`src/rtl/tia_beam_scheduler_if.sv`:
```
// Purpose: bundles the TIA beam-scheduler strobes, levels, beam status and pixel request bus.
// Latency: none, wiring only.
// Backpressure: pixel requests use pix_valid_o/pix_ready_i; the CPU stalls on cpu_rdy_o.
//
// Ports (seen from the scheduler, modport slave):
//   in : cc_en_i, wsync_i, rsync_i, hmove_i, vsync_i, vblank_i, clr_err_i, pix_ready_i
//   out: cpu_rdy_o, hcount_o, vcount_o, hblank_o, line_start_o, frame_start_o,
//        pix_valid_o, pix_x_o, pix_y_o, pix_drop_o, frame_ovr_o
// The master modport is the register-file / pixel-path side that drives the inputs.
interface tia_beam_scheduler_if;
    logic       cc_en_i;
    logic       wsync_i;
    logic       rsync_i;
    logic       hmove_i;
    logic       vsync_i;
    logic       vblank_i;
    logic       clr_err_i;
    logic       pix_ready_i;

    logic       cpu_rdy_o;
    logic [7:0] hcount_o;
    logic [8:0] vcount_o;
    logic       hblank_o;
    logic       line_start_o;
    logic       frame_start_o;
    logic       pix_valid_o;
    logic [7:0] pix_x_o;
    logic [7:0] pix_y_o;
    logic       pix_drop_o;
    logic       frame_ovr_o;

    modport master (
        output cc_en_i, wsync_i, rsync_i, hmove_i, vsync_i, vblank_i, clr_err_i, pix_ready_i,
        input  cpu_rdy_o, hcount_o, vcount_o, hblank_o, line_start_o, frame_start_o,
               pix_valid_o, pix_x_o, pix_y_o, pix_drop_o, frame_ovr_o
    );

    modport slave (
        input  cc_en_i, wsync_i, rsync_i, hmove_i, vsync_i, vblank_i, clr_err_i, pix_ready_i,
        output cpu_rdy_o, hcount_o, vcount_o, hblank_o, line_start_o, frame_start_o,
               pix_valid_o, pix_x_o, pix_y_o, pix_drop_o, frame_ovr_o
    );
endinterface

```
`src/rtl/tia_beam_scheduler.sv`:
```
// Purpose: TIA beam timing - colour-clock h/v counters, blanking, WSYNC stall, HMOVE blank, pixel requests.
// Latency: all outputs registered one clk after the causing strobe / colour-clock enable.
// Backpressure: one-deep pixel holding register; a request arriving while it is stalled is dropped (sticky flag).
//
// Ports:
//   clk_i   - system clock
//   rst_ni  - asynchronous active-low reset
//   bus     - tia_beam_scheduler_if.slave: strobes/levels in, beam status and pixel request out
module tia_beam_scheduler #(
    parameter int H_TOTAL   = 228,
    parameter int H_BLANK   = 68,
    parameter int HMOVE_EXT = 8,
    parameter int V_TOTAL   = 262,
    parameter int V_FIRST   = 40,
    parameter int V_LINES   = 192
) (
    input  logic                clk_i,
    input  logic                rst_ni,
    tia_beam_scheduler_if.slave bus
);

    localparam logic [7:0] LP_H_LAST      = 8'(H_TOTAL - 1);
    localparam logic [7:0] LP_H_RSYNC     = 8'(H_TOTAL - 3);
    localparam logic [7:0] LP_H_BLANK     = 8'(H_BLANK);
    localparam logic [7:0] LP_H_BLANK_EXT = 8'(H_BLANK + HMOVE_EXT);
    localparam logic [8:0] LP_V_LAST      = 9'(V_TOTAL - 1);
    localparam logic [8:0] LP_V_FIRST     = 9'(V_FIRST);
    localparam logic [8:0] LP_V_END       = 9'(V_FIRST + V_LINES);

    typedef enum logic {
        ST_RUN  = 1'b0,
        ST_HALT = 1'b1
    } state_t;

    // ---------------------------------------------------------------
    // Registers
    // ---------------------------------------------------------------
    logic [7:0] r_hcount;
    logic [8:0] r_vcount;
    logic       r_hmove_ext;
    logic       r_hblank;
    logic       r_line_start;
    logic       r_frame_start;
    logic       r_frame_pend;
    logic       r_vsync_d;
    state_t     r_state;
    logic       r_pix_valid;
    logic [7:0] r_pix_x;
    logic [7:0] r_pix_y;
    logic       r_pix_drop;
    logic       r_frame_ovr;

    // ---------------------------------------------------------------
    // Next-state wires
    // ---------------------------------------------------------------
    logic       w_wrap;
    logic [7:0] w_hcount_nxt;
    logic [8:0] w_vcount_nxt;
    logic       w_hmove_ext_nxt;
    logic       w_hblank_nxt;
    logic       w_vsync_fall;
    logic       w_frame_pend_nxt;
    logic       w_ovr_set;
    logic       w_pix_req;
    logic       w_pix_xfer;
    logic       w_pix_load;
    logic       w_pix_drop_set;
    logic [7:0] w_pix_x_nxt;
    logic [7:0] w_pix_y_nxt;
    state_t     w_state_nxt;
    logic       w_cpu_rdy;

    // RSYNC outranks the line wrap, so a wrap is only taken when no RSYNC is present.
    assign w_wrap = bus.cc_en_i && (r_hcount == LP_H_LAST) && !bus.rsync_i;

    always_comb begin
        w_hcount_nxt = r_hcount;
        if (bus.rsync_i) begin
            w_hcount_nxt = LP_H_RSYNC;
        end else if (w_wrap) begin
            w_hcount_nxt = '0;
        end else if (bus.cc_en_i) begin
            w_hcount_nxt = r_hcount + 8'd1;
        end
    end

    // A pending VSYNC restarts the frame at the wrap; otherwise vcount saturates.
    always_comb begin
        w_vcount_nxt = r_vcount;
        if (w_wrap) begin
            if (r_frame_pend) begin
                w_vcount_nxt = '0;
            end else if (r_vcount != LP_V_LAST) begin
                w_vcount_nxt = r_vcount + 9'd1;
            end
        end
    end

    assign w_ovr_set = w_wrap && (w_vcount_nxt == LP_V_LAST);

    // HMOVE only extends blank if it arrives while the line is still inside the normal blank.
    always_comb begin
        w_hmove_ext_nxt = r_hmove_ext;
        if (w_wrap) begin
            w_hmove_ext_nxt = 1'b0;
        end else if (bus.hmove_i && (r_hcount < LP_H_BLANK)) begin
            w_hmove_ext_nxt = 1'b1;
        end
    end

    // hblank is computed from next-state values so the register lines up with hcount_o.
    assign w_hblank_nxt = (w_hcount_nxt < LP_H_BLANK) ||
                          (w_hmove_ext_nxt && (w_hcount_nxt < LP_H_BLANK_EXT));

    assign w_vsync_fall = r_vsync_d && !bus.vsync_i;

    // A fresh VSYNC falling edge re-arms even if the old pending restart is consumed now.
    always_comb begin
        w_frame_pend_nxt = r_frame_pend;
        if (w_wrap && r_frame_pend) begin
            w_frame_pend_nxt = 1'b0;
        end
        if (w_vsync_fall) begin
            w_frame_pend_nxt = 1'b1;
        end
    end

    // Pixel request: one per visible colour clock of a forwarded line.
    assign w_pix_req      = bus.cc_en_i && !w_hblank_nxt && !bus.vblank_i &&
                            (r_vcount >= LP_V_FIRST) && (r_vcount < LP_V_END);
    assign w_pix_xfer     = r_pix_valid && bus.pix_ready_i;
    assign w_pix_load     = w_pix_req && (!r_pix_valid || bus.pix_ready_i);
    assign w_pix_drop_set = w_pix_req && r_pix_valid && !bus.pix_ready_i;
    assign w_pix_x_nxt    = w_hcount_nxt - LP_H_BLANK;
    assign w_pix_y_nxt    = 8'(r_vcount - LP_V_FIRST);

    // ---------------------------------------------------------------
    // WSYNC FSM
    // ---------------------------------------------------------------
    always_comb begin
        w_state_nxt = r_state;
        w_cpu_rdy   = 1'b1;
        case (r_state)
            ST_RUN: begin
                if (bus.wsync_i) begin
                    w_state_nxt = ST_HALT;
                end
            end
            ST_HALT: begin
                w_cpu_rdy = 1'b0;
                // Only a real wrap releases; an RSYNC merely shortens the line.
                if (w_wrap) begin
                    w_state_nxt = ST_RUN;
                end
            end
            default: begin
                w_state_nxt = ST_RUN;
            end
        endcase
    end

    always_ff @(posedge clk_i or negedge rst_ni) begin
        if (!rst_ni) begin
            r_state <= ST_RUN;
        end else begin
            r_state <= w_state_nxt;
        end
    end

    // ---------------------------------------------------------------
    // Beam and pixel registers
    // ---------------------------------------------------------------
    always_ff @(posedge clk_i or negedge rst_ni) begin
        if (!rst_ni) begin
            r_hcount      <= '0;
            r_vcount      <= '0;
            r_hmove_ext   <= 1'b0;
            r_hblank      <= 1'b1;
            r_line_start  <= 1'b0;
            r_frame_start <= 1'b0;
            r_frame_pend  <= 1'b0;
            r_vsync_d     <= 1'b0;
            r_pix_valid   <= 1'b0;
            r_pix_x       <= '0;
            r_pix_y       <= '0;
            r_pix_drop    <= 1'b0;
            r_frame_ovr   <= 1'b0;
        end else begin
            r_hcount      <= w_hcount_nxt;
            r_vcount      <= w_vcount_nxt;
            r_hmove_ext   <= w_hmove_ext_nxt;
            r_hblank      <= w_hblank_nxt;
            r_line_start  <= w_wrap;
            r_frame_start <= w_wrap && r_frame_pend;
            r_frame_pend  <= w_frame_pend_nxt;
            r_vsync_d     <= bus.vsync_i;

            if (w_pix_load) begin
                r_pix_valid <= 1'b1;
                r_pix_x     <= w_pix_x_nxt;
                r_pix_y     <= w_pix_y_nxt;
            end else if (w_pix_xfer) begin
                r_pix_valid <= 1'b0;
            end

            // Sticky flags: a set in the same cycle as the clear wins.
            r_pix_drop  <= w_pix_drop_set | (r_pix_drop & ~bus.clr_err_i);
            r_frame_ovr <= w_ovr_set | (r_frame_ovr & ~bus.clr_err_i);
        end
    end

    // ---------------------------------------------------------------
    // Outputs
    // ---------------------------------------------------------------
    assign bus.cpu_rdy_o     = w_cpu_rdy;
    assign bus.hcount_o      = r_hcount;
    assign bus.vcount_o      = r_vcount;
    assign bus.hblank_o      = r_hblank;
    assign bus.line_start_o  = r_line_start;
    assign bus.frame_start_o = r_frame_start;
    assign bus.pix_valid_o   = r_pix_valid;
    assign bus.pix_x_o       = r_pix_x;
    assign bus.pix_y_o       = r_pix_y;
    assign bus.pix_drop_o    = r_pix_drop;
    assign bus.frame_ovr_o   = r_frame_ovr;

endmodule

```
`src/flat_wrapper.sv`:
```
// flat-port wrapper written by rule: the top's interface ports become plain ports
module tia_beam_scheduler_flat 
#(
    parameter int H_TOTAL   = 228,
    parameter int H_BLANK   = 68,
    parameter int HMOVE_EXT = 8,
    parameter int V_TOTAL   = 262,
    parameter int V_FIRST   = 40,
    parameter int V_LINES   = 192
)
  (clk_i, rst_ni, bus_cc_en_i, bus_wsync_i, bus_rsync_i, bus_hmove_i, bus_vsync_i, bus_vblank_i, bus_clr_err_i, bus_pix_ready_i, bus_cpu_rdy_o, bus_hcount_o, bus_vcount_o, bus_hblank_o, bus_line_start_o, bus_frame_start_o, bus_pix_valid_o, bus_pix_x_o, bus_pix_y_o, bus_pix_drop_o, bus_frame_ovr_o);
  tia_beam_scheduler_if bus_i ();
  input  logic clk_i;
  input  logic rst_ni;
  input wire logic [$bits(bus_i.cc_en_i)-1:0] bus_cc_en_i;
  input wire logic [$bits(bus_i.wsync_i)-1:0] bus_wsync_i;
  input wire logic [$bits(bus_i.rsync_i)-1:0] bus_rsync_i;
  input wire logic [$bits(bus_i.hmove_i)-1:0] bus_hmove_i;
  input wire logic [$bits(bus_i.vsync_i)-1:0] bus_vsync_i;
  input wire logic [$bits(bus_i.vblank_i)-1:0] bus_vblank_i;
  input wire logic [$bits(bus_i.clr_err_i)-1:0] bus_clr_err_i;
  input wire logic [$bits(bus_i.pix_ready_i)-1:0] bus_pix_ready_i;
  output wire logic [$bits(bus_i.cpu_rdy_o)-1:0] bus_cpu_rdy_o;
  output wire logic [$bits(bus_i.hcount_o)-1:0] bus_hcount_o;
  output wire logic [$bits(bus_i.vcount_o)-1:0] bus_vcount_o;
  output wire logic [$bits(bus_i.hblank_o)-1:0] bus_hblank_o;
  output wire logic [$bits(bus_i.line_start_o)-1:0] bus_line_start_o;
  output wire logic [$bits(bus_i.frame_start_o)-1:0] bus_frame_start_o;
  output wire logic [$bits(bus_i.pix_valid_o)-1:0] bus_pix_valid_o;
  output wire logic [$bits(bus_i.pix_x_o)-1:0] bus_pix_x_o;
  output wire logic [$bits(bus_i.pix_y_o)-1:0] bus_pix_y_o;
  output wire logic [$bits(bus_i.pix_drop_o)-1:0] bus_pix_drop_o;
  output wire logic [$bits(bus_i.frame_ovr_o)-1:0] bus_frame_ovr_o;
  assign bus_i.cc_en_i = bus_cc_en_i;
  assign bus_i.wsync_i = bus_wsync_i;
  assign bus_i.rsync_i = bus_rsync_i;
  assign bus_i.hmove_i = bus_hmove_i;
  assign bus_i.vsync_i = bus_vsync_i;
  assign bus_i.vblank_i = bus_vblank_i;
  assign bus_i.clr_err_i = bus_clr_err_i;
  assign bus_i.pix_ready_i = bus_pix_ready_i;
  assign bus_cpu_rdy_o = bus_i.cpu_rdy_o;
  assign bus_hcount_o = bus_i.hcount_o;
  assign bus_vcount_o = bus_i.vcount_o;
  assign bus_hblank_o = bus_i.hblank_o;
  assign bus_line_start_o = bus_i.line_start_o;
  assign bus_frame_start_o = bus_i.frame_start_o;
  assign bus_pix_valid_o = bus_i.pix_valid_o;
  assign bus_pix_x_o = bus_i.pix_x_o;
  assign bus_pix_y_o = bus_i.pix_y_o;
  assign bus_pix_drop_o = bus_i.pix_drop_o;
  assign bus_frame_ovr_o = bus_i.frame_ovr_o;
  tia_beam_scheduler #(.H_TOTAL(H_TOTAL), .H_BLANK(H_BLANK), .HMOVE_EXT(HMOVE_EXT), .V_TOTAL(V_TOTAL), .V_FIRST(V_FIRST), .V_LINES(V_LINES)) u_core (.clk_i(clk_i), .rst_ni(rst_ni), .bus(bus_i));
endmodule
```
`config.mk`:
```
export PLATFORM = sky130hd
export DESIGN_NAME = tia_beam_scheduler_flat
export DESIGN_NICKNAME = d
export VERILOG_FILES = /design/src/rtl/tia_beam_scheduler_if.sv /design/src/rtl/tia_beam_scheduler.sv /design/src/flat_wrapper.sv
export SDC_FILE = /design/constraint.sdc
export NUM_CORES = 1
export LEC_CHECK = 0
export BUFFER_PORTS_ARGS = -buffer_cell sky130_fd_sc_hd__buf_2
export CORE_AREA = 5 5 77 79
export CTS_CLUSTER_SIZE = 10
export DETAILED_ROUTE_END_ITERATION = 8
export DIE_AREA = 0 0 82 84
export PLACE_DENSITY = 0.82
export REMOVE_ABC_BUFFERS = 1
export SETUP_SLACK_MARGIN = 0.1
export SLEW_MARGIN = 20
export SYNTH_ARGS = -nofsm -noshare
export SYNTH_HDL_FRONTEND = slang
export SYNTH_SLANG_ARGS = --single-unit
```
`constraint.sdc`:
```
create_clock -name clk_i -period 3.05 [get_ports clk_i]
set_clock_uncertainty 0.2 [all_clocks]
set_input_delay 0.1525 -clock clk_i [delete_from_list [all_inputs] [get_ports clk_i]]
set_output_delay 0.1525 -clock clk_i [all_outputs]
set_load 0.01 [all_outputs]
```
==> reports/results.ini, run 1 <==
[placement]
pre_cts_slack_ns=0.100
dp_hpwl_um=4240
routabilityCongestion=0.926
numPortBuffers=49

[clocking]
cts_htree_levels=2
cts_made_buffers=5
clock-sinks=43
cts_tree=built
clkLatencyLatePin_ns=0.30
cts-root-buf=clkbuf_8
clk_path_buf_depth=2
clkTransAtPathRegs_ns=0.08

[final_layout]
diodes=0
post-route-util=0.598
area_growth_pct=28.8
layout-drive-gt1-share=0.370
nNetsFinal=326

[critical_path]
worst_setup_path_start_kind=register
cp_slowest_stage_delay_ns=0.41
crit_buf_inv=5
crit_path_frequent_cell=buf_6
r2r-start=u_core.bus.hcount_o[0]$_DFF_PN0_
critPathMaxFanout=6
path_class=register to register
path_cells=buf_6 > nand3_4 > nor2_4 > xnor2_2 > or3_4 > inv_4 > ha_4 > inv_2 > a31oi_4 > nor4_2 > buf_4 > nor3_4 > buf_6 > mux2_2
worstPathArrival_ns=2.91
critical_path.startpoint=u_core.bus.hcount_o[0]$_DFF_PN0_
cp.required_ns=3.04
cp_slowest_cell=dfrtp_1
crit_path_end_kind=register
cp_top_family=simple AND/OR/NAND/NOR gates

[power_and_ir_drop]
p_switching_uw=412
internal_power_uw=908
leakage_uw=0.00158
p_seq_frac=0.495
power.density_mw_per_mm2=419
peakVddDrop_v=0.000337
power_uw=1320
p_sw_frac=0.312
comb_power_share=0.221
clkPwrFrac=0.284

[detailed_routing]
wirelength_um=6190
wl_per_cell_um=16.3
drtPass1Iterations=4
ant_nets=0
routed_via_density=5.36
dr_total_vias=2038
drt_iter0_drc=125
drc=0

[logic_synthesis]
yosysWarningCount=0
synth_top_cell_by_area=dfrtp_1
synthMostInstantiatedCell=dfrtp_1
yosysTopAreaCellShare=0.429
synth_cell_types=55
ys_ff_latch=43
syn_inst=236
synth_async_sr_flop_share=1.00
netlist_area_mm2=0.00245
synth_common_cells=42 x dfrtp_1, 22 x inv_1, 18 x nor2_1
synth_seq_area_share=0.440
synth_edf_count=0
synthFlopType=dfrtp_1
yosys-top-cells-area=dfrtp_1 43%, ha_1 4.6%, mux2_1 3.7%
avgSynthCellArea_um2=10.4

[sta]
setup_viol=0
tightest_slew_ns=0.957
hold_viol_final=0
final.min_clock_period_ns=2.92
slew_headroom=0.362
fin_crit_sh=0.958
setup_ws_ns=0.129
whs_ns=0.0275
final.setup.tns_ns=0
rsz0062_at_grt=yes
fmax_ghz=0.342
finalMaxSlewViolations=0

[floorplanning]
dieArea_mm2=0.00689
die_x_um=82
die_y_um=84
core-area_mm2=0.00527
io_pins=50
start_util=0.464
num_rows=27

[global_routing]
grt_max_degree=44
grt_pass1_vias=2042
antenna_found_initial=0
grt_use_total=0.177
grt_pass1_wl_um=9650
grt_remaining_overflow=0

[hold_path]
min_from=bus_pix_ready_i
hold_path.class=input port to register

[job]
cap_violations=0

[outcome]
status=completed

==> worst paths after layout <==
| check | to | slack (ns) | depth (start not counted) |
|---|---|---|---|
| worst max-delay path | u_core.bus.pix_x_o[2]$_DFFE_PN0P_ | 0.13 | 14 |
| worst min-delay path | u_core.bus.pix_drop_o$_DFF_PN0_ | 0.03 | 3 |
| worst max register to register | u_core.bus.pix_x_o[2]$_DFFE_PN0P_ | 0.13 | 14 |
| worst min register to register | u_core.r_state$_DFF_PN0_ | 0.27 | 1 |
| max in group asynchronous | u_core.bus.line_start_o$_DFF_PN0_ | 1.72 | 2 |
| min in group asynchronous | u_core.bus.pix_y_o[4]$_DFFE_PN0P_ | 0.34 | 2 |
==> power by group through the flow <==
stage          combinational [µW]  sequential [µW]  clock (µW)
2_1_floorplan                 146              666           0
3_3_place_gp                  255              658           0
3_5_place_dp                  266              663           0
4_1_cts                       273              650         380
5_1_grt                       325              661         411
6_report                      292              653         374
==> per-stage QoR <==
| step | area, µm² | cells |
|---|---|---|
| floorplan | 2370 | 223 |
| global placement | 2830 | 361 |
| detailed placement | 2830 | 361 |
| CTS | 2970 | 374 |
| global route | 3150 | 380 |
| finish | 3150 | 380 |
==> cell usage in the layout, fill, tap and decap left out, types with 3 or more instances in the layout <==
cell type	instances
buf_2	49
dfrtp_1	42
inv_1	20
buf_4	18
nor2_1	17
mux2_4	11
o21ai_0	9
xor2_1	8
a21oi_1	8
xnor2_1	8
nand2_1	7
nor3_1	6
mux2i_1	6
ha_1	6
clkbuf_8	6
buf_6	5
dlygate4sd3_1	5
nand4_1	4
nand3_1	4
or3_1	4
nor4_1	4
nor2b_1	3
or2_2	3
==> registers in the layout (all words and copies together), names as in the netlist <==
signal	cells
u_core.bus.frame_start_o	1
u_core.bus.hcount_o	8
u_core.bus.line_start_o	1
u_core.r_vsync_d	1
u_core.bus.pix_valid_o	1
u_core.r_state	1
u_core.bus.pix_x_o	8
u_core.bus.pix_y_o	8
u_core.r_frame_pend	1
u_core.bus.vcount_o	9
u_core.bus.hblank_o	1
u_core.r_hmove_ext	1
u_core.bus.pix_drop_o	1
u_core.bus.frame_ovr_o	1
==> cell families (layout without fill, tap and decap cells) <==
logic type	count (synthesis)	after routing	share of synthesized area
simple gates	75	75	0.193
buf+inv	35	107	0.0670
xor+xnor	17	17	0.0608
flops	43	43	0.440
fa+ha+maj	9	9	0.0460
compound gates	37	37	0.104
mux	20	20	0.0890
==> worst register-to-register path, cell delays in order, from the launching register on <==
cell,delay [ns]
dfrtp_1,0.41
buf_6,0.13
nand3_4,0.08
nor2_4,0.13
xnor2_2,0.08
or3_4,0.41
inv_4,0.08
ha_4,0.12
inv_2,0.04
a31oi_4,0.18
nor4_2,0.06
buf_4,0.17
nor3_4,0.20
buf_6,0.19
mux2_2,0.34
==> cell type report <==
type / instances / area (µm²)
fillers: 465 / 2120
multi-input cells: 158 / 1320
flip-flops and latches: 43 / 1080
repair buffers: 77 / 487
well taps: 72 / 90.1
clock buffers: 7 / 86.3
inverters: 22 / 85.1
clock inverters: 1 / 5.00
==> routing by layer <==
| metal | track usage | wire length [µm] | vias to the layer above |
|---|---|---|---|
| li1 | - | - | 976 |
| met1 | 0.244 | 2710 | 990 |
| met2 | 0.286 | 3120 | 67 |
| met3 | 0.0313 | 315 | 5 |
| met4 | 0.0423 | 47 | 0 |
| met5 | 0 | 0 | - |
==> timing repair <==
action                                  in CTS  in global routing
cloned                                       0                  1
resized for setup                            1                 33
endpoints found under the setup margin       9                 14
endpoints found under the hold margin       48                  0
hold buffers                                 5                  0
setup buffers                                0                  5
pin swaps                                    0                  4
(Power assumes the default switching activity.)
==> run 2: changes to the inputs <==
--- a/config.mk
+++ b/config.mk
@@ -11,6 +11,7 @@
 export DETAILED_ROUTE_END_ITERATION = 8
 export DIE_AREA = 0 0 82 84
 export PLACE_DENSITY = 0.82
+export RECOVER_POWER = 50
 export REMOVE_ABC_BUFFERS = 1
 export SETUP_SLACK_MARGIN = 0.1
 export SLEW_MARGIN = 20
==> reports/results.ini, run 2 (same netlist as run 1, synthesis figures left out) <==
[final_layout]
largest_register_ffs=9
diodes=0
area_growth_pct=26.7
final_cell_count_no_fill=380
num-fill-cells=486
nNetsFinal=326
final_cell_area_mm2=0.00310
final_common_cell=dfrtp_1
layout-drive-gt1-share=0.253
layout_common_cells=42 x dfrtp_1, 37 x clkbuf_1, 20 x inv_1

[detailed_routing]
wl_per_cell_um=16.3
drc=0
wirelength_um=6200
drt_iter0_drc=102
dr_total_vias=2029
routed_via_density=5.34
drtPass1Iterations=4
ant_nets=0

[sta]
whs_ns=0.0263
finalMaxSlewViolations=0
final.min_clock_period_ns=2.92
final.setup.tns_ns=0
hold_viol_final=0
rsz0062_at_grt=yes
setup_viol=0
slew_headroom=0.362
fmax_ghz=0.343
tightest_slew_ns=0.957
fin_crit_sh=0.957
setup_ws_ns=0.131

[critical_path]
path_class=register to register
cp_top_family=buffers and inverters
worst_setup_path_start_kind=register
crit_buf_inv=6
critPathMaxFanout=7
worstPathArrival_ns=2.90
cp_slowest_stage_delay_ns=0.35
crit_path_end_kind=register
cp.required_ns=3.03
crit_path_frequent_cell=inv_1
cp_slowest_cell=dfrtp_1
path_cells=clkbuf_1 > inv_1 > o311a_1 > a21o_1 > nand2_1 > inv_1 > ha_4 > inv_2 > a31oi_4 > nor4_2 > buf_4 > nor3_4 > buf_6 > mux2_1

[job]
cap_violations=0

[global_routing]
grt_pass1_vias=2042
grt_max_degree=44
grt_remaining_overflow=0
antenna_found_initial=0
grt_pass1_wl_um=9650
grt_use_total=0.177

[power_and_ir_drop]
leakage_uw=0.00144
peakVddDrop_v=0.000339
power.density_mw_per_mm2=424

[clocking]
clkLatencyLatePin_ns=0.29
cts_made_buffers=5
cts_htree_levels=2
cts-root-buf=clkbuf_8
clkTransAtPathRegs_ns=0.08
clk_path_buf_depth=2
cts_tree=built
clock-sinks=43

[placement]
dp_hpwl_um=4240
numPortBuffers=49
routabilityCongestion=0.926
place_inst=361
pre_cts_slack_ns=0.100
dpl_cell_area_mm2=0.00283

[floorplanning]
die_x_um=82
core-area_mm2=0.00527
io_pins=50
die_y_um=84
start_util=0.464
dieArea_mm2=0.00689
num_rows=27

[hold_path]
hold_path.class=input port to register

[outcome]
status=completed

run 2: worst reg2reg max path: cells and delay by family (launching register included):
family / cells / cell delay (ns)
buf+inv: 6 / 0.85
compound gates: 3 / 0.60
flops: 1 / 0.35
simple gates: 3 / 0.33
mux: 1 / 0.31
fa+ha+maj: 1 / 0.17
run 2: layout make-up:
class	instances	area (µm²)	share of cell area
timing repair buffer	77	434	0.140
sequential	43	1080	0.347
clock inverter	1	5.00	0.00161
tap	72	90.1	0.0291
multi-input combinational	158	1320	0.427
inverter	22	85.1	0.0274
clock buffer	7	86.3	0.0278
run 2: report_power, final:
group          switching (µW)  total (µW)  internal (µW)
combinational             171         285            114
clock                     194         377            183
sequential               50.4         654            603
total                     415        1320            901
run 2: through the flow:
step           utilization  total power (µW)
4_1_cts              0.564              1300
2_1_floorplan            -               813
3_3_place_gp         0.537               913
3_5_place_dp         0.537               929
5_1_grt              0.588              1390
6_report             0.588              1320
run 2: per-layer routing:
layer,share of wire,wire [µm],track usage,up-vias
met3,0.053,326,0.0313,5
met4,0.0069,43,0.0423,0
li1,-,-,-,975
met1,0.44,2710,0.244,992
met2,0.50,3120,0.286,57
met5,0,0,0,-
run 2: timing repair:
item                                   CTS  global route
hold buffers                             5             0
endpoints found under the hold margin   48             0
setup endpoints to repair                9            14
gates resized for setup                  1            33
buffers inserted                         0             5
pin swaps                                0             4
cloned                                   0             1
run 2: worst paths after layout:
path                                                        from                                end  slack, ns  cells past startpoint
worst max register to register  u_core.bus.hcount_o[7]$_DFF_PN0_  u_core.bus.pix_x_o[7]$_DFFE_PN0P_       0.13                     14
worst min-delay path                             bus_pix_ready_i    u_core.bus.pix_drop_o$_DFF_PN0_       0.03                      3
worst max-delay path            u_core.bus.hcount_o[7]$_DFF_PN0_  u_core.bus.pix_x_o[7]$_DFFE_PN0P_       0.13                     14
min in group asynchronous                                 rst_ni  u_core.bus.pix_y_o[3]$_DFFE_PN0P_       0.34                      2
max in group asynchronous                                 rst_ni  u_core.bus.line_start_o$_DFF_PN0_       1.72                      2
worst min register to register          u_core.r_state$_DFF_PN0_           u_core.r_state$_DFF_PN0_       0.27                      1
